<file path="src/rtl/alu_seq.sv">
// alu_seq: registered 16-bit-class ALU with an internal {Z,C,F,N,L} flag register.
// ADDC draws its carry-in from the flag register, so ADD followed by ADDC chains words.
// Optional iterative shift-add multiplier on op 15, compiled in with macro ALU_SEQ_MUL_EN;
// without it op 15 behaves as NOP.
module alu_seq #(
  parameter int WIDTH = 16,
  localparam int SHW = $clog2(WIDTH)
) (
  input  logic             clk,
  input  logic             reset,
  input  logic             start,
  input  logic [3:0]       op,
  input  logic [WIDTH-1:0] a,
  input  logic [WIDTH-1:0] b,
  output logic [WIDTH-1:0] result,
  output logic [4:0]       flags,
  output logic             busy,
  output logic             valid
);

  typedef enum logic [3:0] {
    OP_NOP  = 4'd0,  OP_AND  = 4'd1,  OP_OR   = 4'd2,  OP_XOR  = 4'd3,
    OP_NOT  = 4'd4,  OP_ADD  = 4'd5,  OP_ADDU = 4'd6,  OP_ADDC = 4'd7,
    OP_SUB  = 4'd8,  OP_CMP  = 4'd9,  OP_CMPU = 4'd10, OP_MOV  = 4'd11,
    OP_LSH  = 4'd12, OP_RSH  = 4'd13, OP_ARSH = 4'd14, OP_MUL  = 4'd15
  } op_t;

  // Signed overflow of an addition: operands agree in sign, result does not.
  function automatic logic add_ovf(input logic am, input logic bm, input logic rm);
    return (am == bm) && (rm != am);
  endfunction

  // Signed overflow of a subtraction: operands differ in sign, result sign leaves a's.
  function automatic logic sub_ovf(input logic am, input logic bm, input logic rm);
    return (am != bm) && (rm != am);
  endfunction

  logic signed [WIDTH-1:0] a_s, b_s;
  logic        [SHW-1:0]   n;
  logic                    c_in;
  logic        [WIDTH:0]   sum, diff, lsh_w, rsh_w;
  logic signed [WIDTH:0]   arsh_w;
  logic        [WIDTH-1:0] res_nx;
  logic        [4:0]       flg_nx;
  logic                    fz, fc, ff, fn, fl, upd, cmp_op;

  assign a_s    = a;
  assign b_s    = b;
  assign n      = b[SHW-1:0];
  assign c_in   = (op == OP_ADDC) && flags[3];
  assign sum    = {1'b0, a} + {1'b0, b} + {{WIDTH{1'b0}}, c_in};
  assign diff   = {1'b0, a} - {1'b0, b};
  // Extra bit on the shifted-out side captures the last bit that left the word.
  assign lsh_w  = {1'b0, a} << n;
  assign rsh_w  = {a, 1'b0} >> n;
  assign arsh_w = $signed({a, 1'b0}) >>> n;

  // Single-cycle result and flag values for the op currently presented.
  always_comb begin
    res_nx = result;
    fz     = 1'b0;
    fc     = 1'b0;
    ff     = 1'b0;
    fn     = 1'b0;
    fl     = 1'b0;
    upd    = 1'b1;
    cmp_op = 1'b0;
    case (op)
      OP_AND:  res_nx = a & b;
      OP_OR:   res_nx = a | b;
      OP_XOR:  res_nx = a ^ b;
      OP_NOT:  res_nx = ~a;
      OP_MOV:  res_nx = a;
      OP_ADD, OP_ADDC: begin
        res_nx = sum[WIDTH-1:0];
        fc     = sum[WIDTH];
        ff     = add_ovf(a[WIDTH-1], b[WIDTH-1], sum[WIDTH-1]);
        fn     = sum[WIDTH-1];
      end
      OP_ADDU: begin
        res_nx = sum[WIDTH-1:0];
        fc     = sum[WIDTH];
      end
      OP_SUB: begin
        res_nx = diff[WIDTH-1:0];
        fc     = diff[WIDTH];
        ff     = sub_ovf(a[WIDTH-1], b[WIDTH-1], diff[WIDTH-1]);
        fn     = diff[WIDTH-1];
      end
      OP_CMP: begin
        res_nx = '0;
        cmp_op = 1'b1;
        fz     = (a == b);
        fn     = (a_s < b_s);
      end
      OP_CMPU: begin
        res_nx = '0;
        cmp_op = 1'b1;
        fz     = (a == b);
        fl     = (a < b);
      end
      OP_LSH: begin
        res_nx = lsh_w[WIDTH-1:0];
        fc     = lsh_w[WIDTH];
      end
      OP_RSH: begin
        res_nx = rsh_w[WIDTH:1];
        fc     = rsh_w[0];
      end
      OP_ARSH: begin
        res_nx = arsh_w[WIDTH:1];
        fc     = arsh_w[0];
      end
      default: upd = 1'b0;
    endcase
    if (!cmp_op) fz = (res_nx == '0);
    flg_nx = upd ? {fz, fc, ff, fn, fl} : flags;
  end

`ifdef ALU_SEQ_MUL_EN
  logic [2*WIDTH-1:0] acc_p0, mcand_p0, acc_nx;
  logic [WIDTH-1:0]   mplier_p0;
  logic [SHW-1:0]     cnt_p0;

  assign acc_nx = acc_p0 + (mplier_p0[0] ? mcand_p0 : '0);
`endif

  // Accept ops when idle, register results/flags, run multiplier steps, pulse valid.
  always_ff @(posedge clk) begin
    if (reset) begin
      result    <= '0;
      flags     <= '0;
      busy      <= 1'b0;
      valid     <= 1'b0;
`ifdef ALU_SEQ_MUL_EN
      acc_p0    <= '0;
      mcand_p0  <= '0;
      mplier_p0 <= '0;
      cnt_p0    <= '0;
`endif
    end else begin
      valid <= 1'b0;
      if (start && !busy) begin
`ifdef ALU_SEQ_MUL_EN
        if (op == OP_MUL) begin
          busy      <= 1'b1;
          acc_p0    <= '0;
          mcand_p0  <= {{WIDTH{1'b0}}, a};
          mplier_p0 <= b;
          cnt_p0    <= '0;
        end else
`endif
        begin
          result <= res_nx;
          flags  <= flg_nx;
          valid  <= 1'b1;
        end
      end
`ifdef ALU_SEQ_MUL_EN
      else if (busy) begin
        acc_p0    <= acc_nx;
        mcand_p0  <= mcand_p0 << 1;
        mplier_p0 <= mplier_p0 >> 1;
        cnt_p0    <= cnt_p0 + SHW'(1);
        // Last of WIDTH steps: publish the low half, flag a non-zero high half as carry.
        if (cnt_p0 == SHW'(WIDTH - 1)) begin
          busy   <= 1'b0;
          result <= acc_nx[WIDTH-1:0];
          flags  <= {(acc_nx[WIDTH-1:0] == '0), |acc_nx[2*WIDTH-1:WIDTH], 3'b000};
          valid  <= 1'b1;
        end
      end
`endif
    end
  end

endmodule

</file>
<file path="config.mk">
export PLATFORM = sky130hd
export DESIGN_NAME = alu_seq
export DESIGN_NICKNAME = d
export VERILOG_FILES = /design/src/rtl/alu_seq.sv
export SDC_FILE = /design/constraint.sdc
export NUM_CORES = 1
export LEC_CHECK = 0
export CAP_MARGIN = 20
export CORE_ASPECT_RATIO = 0.7
export CORE_MARGIN = 2
export CORE_UTILIZATION = 30
export DETAILED_ROUTE_END_ITERATION = 10
export PLACE_DENSITY_LB_ADDON = 0.15
export SETUP_SLACK_MARGIN = 0.4
export SLEW_MARGIN = 20
export SYNTH_ARGS = -nofsm -noshare
export SYNTH_HDL_FRONTEND = slang
export SYNTH_SLANG_ARGS = --single-unit
</file>
<file path="constraint.sdc">
create_clock -name clk -period 6.8 [get_ports clk]
set_input_delay 0.68 -clock clk [delete_from_list [all_inputs] [get_ports clk]]
set_output_delay 0.68 -clock clk [all_outputs]
set_load 0.02 [all_outputs]
</file>
==> key figures <==
Run status
  – Outcome: complete, no violations

STA
  – Slew Limit Fails: 0
  – Max Clk Rate: 187 MHz
  – Unrepaired setup endpoints after global routing: false
  – Worst rel slew slack: 26.6%
  – Tcrit/Tclk final: 78.7%
  – Clock skew: 0.00505 ns
  – Fin. Hold Viols: 0
  – Worst slew pin tran: 1.09 ns
  – Final Setup Violations: 0
  – Fin crit period: 5.35 ns
  – Fin Setup TNS: 0 ns

Cells and area
  – Layout cells sized above 1: 9.19%
  – Commonest non-fill, non-tap cell in the layout: nor2_1
  – Nets: 952
  – Most frequent cells in the layout: nor2_1 (92), a21oi_1 (75), nand2_1 (69), clkdlybuf4s50_1 (56), inv_1 (53)
  – Area growth, synth to finish: 12.0%
  – ANT cells: 0
  – Final core occ: 34.3%

Yosys
  – Avg Inst Size Synth: 7.07 um2
  – Synth cell types: 92
  – Yosys warns: 0
  – Largest cells by area after synthesis: ha_1 (10%), dfxtp_1 (7.2%), mux4_2 (6.3%)
  – Mapped Nets: 950
  – Sequential-to-total area share from yosys stat: 7.25%
  – FFs w/ async S/R, synth: 0%
  – Post-synth top flop: dfxtp_1
  – Number of synthesized flops with an enable pin: 0
  – Post-synth top area share: 10.1%
  – Post-Syn Instances: 859
  – #FFs+latches synth: 22
  – Dominant cell type by area after synthesis: ha_1
  – Netlist Area Pre-Place: 6080 um2

Critical path
  – Worst Path Required: 6.97 ns
  – Crit. End Element: flip-flop
  – Critical Path AT: 5.53 ns
  – Element type at the critical path start: input port
  – Critical path peak fanout: 16
  – CP Class: input port to flip-flop

Floorplanning
  – Die Area: 21400 um2
  – IO Count: 62
  – Initial Utilization: 30.6%
  – Die Height: 123 um
  – Core Area: 19900 um2
  – Die X: 174 um
  – # rows: 43

Clock tree
  – Worst-skew pair later-pin latency: 0.25 ns
  – Clock Tree Root: clkbuf_16
  – CTS Hold Bufs: 0
  – Clk sink count: 22
  – Clock slew at reported path FFs: 0.06 ns
  – Post-CTS setup buffer count: 0
  – PostCTS Resize Cnt: 0
  – CTS HTree Levels: 1
  – Total CTS buffers: 3
  – CTS tree: built
  – Clock Tree Buf Depth: 2

Route
  – WL/cell: 24.9 um
  – DRT Wirelength: 28100 um
  – DRT antenna net count: 0
  – DRC viols: 0
  – Via count: 7023
  – Vias per inst: 6.22
  – Count of TritonRoute iterations in the first routing pass: 7
  – Initial DRC count: 1004

Global routing
  – GRT overflow: 0
  – First-pass GRT wire length: 42100 um
  – Initial antenna violation count: 0
  – Largest net degree at the start of global routing: 49
  – Total track usage: 25.7%
  – Number of global-route vias before repair: 6307

Place
  – Detailed placement HPWL: 21600 um
  – GPL Wtd Cong: 0.962
  – Port Buffers: 60

Flow run
  – Max cap viols: 0

Worst hold path
  – Min-Delay Path Class: flip-flop to flip-flop

Power
  – Worst VDD drop: 76.0 uV
  – Pwr/cell area: 120 nW/um2
  – Leak Pwr: 2.68 nW
==> cell families (layout without fill, tap and decap cells) <==
logic type,Yosys count,count (layout),share of synthesized area (%)
other,1,1,0.0617
buffers and inverters,139,140,10.5
xor gates and xnor gates,8,8,1.15
DFF,22,22,7.25
AOI/OAI and AO/OA,291,291,33.4
and+or+nand+nor,284,284,22.7
muxes,62,62,13.9
adders and majority gates,52,52,11.1
==> power by group <==
| part | switching (W) | total (W) | internal, W |
|---|---|---|---|
| logic | 0.000333 | 0.000531 | 0.000198 |
| registers | 0.00000922 | 0.000149 | 0.000140 |
| clock network | 0.0000456 | 0.000135 | 0.0000897 |
==> worst max-delay path: stages <==
cell	delay [ns]
clkdlybuf4s50_1	0.80
nand4_1	0.33
fa_1	0.30
inv_1	0.08
fa_1	0.45
a211oi_1	0.35
o21a_1	0.26
o21ai_1	0.19
a21oi_1	0.42
o21ai_0	0.25
a2111oi_0	0.73
a41oi_1	0.29
a21o_1	0.23
o31ai_2	0.16
==> synthesized netlist by cell type (all sizes together) (4+ instances only) <==
library cell / instances
o32ai: 6
a2111oi: 5
nor2b: 16
o21ai: 43
a211o: 5
and3: 4
o32a: 7
mux4: 17
ha: 49
a2bb2oi: 4
o2bb2ai: 7
a211oi: 19
a22oi: 5
o21bai: 4
o22ai: 13
a311oi: 4
o41ai: 5
nand3: 14
a221o: 4
buf: 43
nor4: 10
o2111ai: 4
a21oi: 75
o221ai: 7
or4: 5
xnor2: 7
mux2: 7
inv: 56
a21o: 11
nor3: 29
dfxtp: 22
a221oi: 4
o21a: 5
mux2i: 38
nor2: 93
clkbuf: 39
or2: 5
nand2b: 12
o211ai: 12
a31oi: 11
and2: 6
o31ai: 7
nand4: 6
nand2: 70
==> per-layer routing <==
| metal | up-vias | GRT usage, % | routed length, um |
|---|---|---|---|
| li1 | 3204 | - | - |
| met5 | - | 0 | 0 |
| met2 | 421 | 34.9 | 10800 |
| met3 | 45 | 8.12 | 3610 |
| met1 | 3353 | 39.4 | 13300 |
| met4 | 0 | 3.94 | 409 |
==> worst paths after layout <==
path | end | startpoint | slack (ns) | cells after the start
min | flags[2] | flags[2] | 0.49 | 2
max | flags[4] | op[1] | 1.45 | 14
min reg2reg | flags[2] | flags[2] | 0.49 | 2
max reg2reg | flags[4] | flags[3] | 2.54 | 13
==> cell type report <==
class | instances | area (um2)
flip-flops and latches | 22 | 440
well taps | 270 | 338
clock buffers | 4 | 88.8
inverters | 57 | 214
multi-input cells | 698 | 5000
repair buffers | 79 | 723
fillers | 2122 | 13000
==> registers in the layout (all words and copies together), names as in the netlist <==
signal  flops
flags       5
result     16
valid       1
==> metrics by stage <==
stage	std cells	worst slack (ns)	power, W	hold slack [ns]	cell area (um2)
CTS	1130	1.54	0.000800	0.488	6810
detailed placement	1126	1.30	0.000664	0.470	6720
global route	1130	1.27	0.000859	0.504	6810
finish	1130	1.45	0.000815	0.485	6810
floorplan	859	2.56	0.000494	0.532	6080
global placement	1126	1.30	0.000669	0.470	6720
No activity file was read; power rests on OpenSTA's default activity.
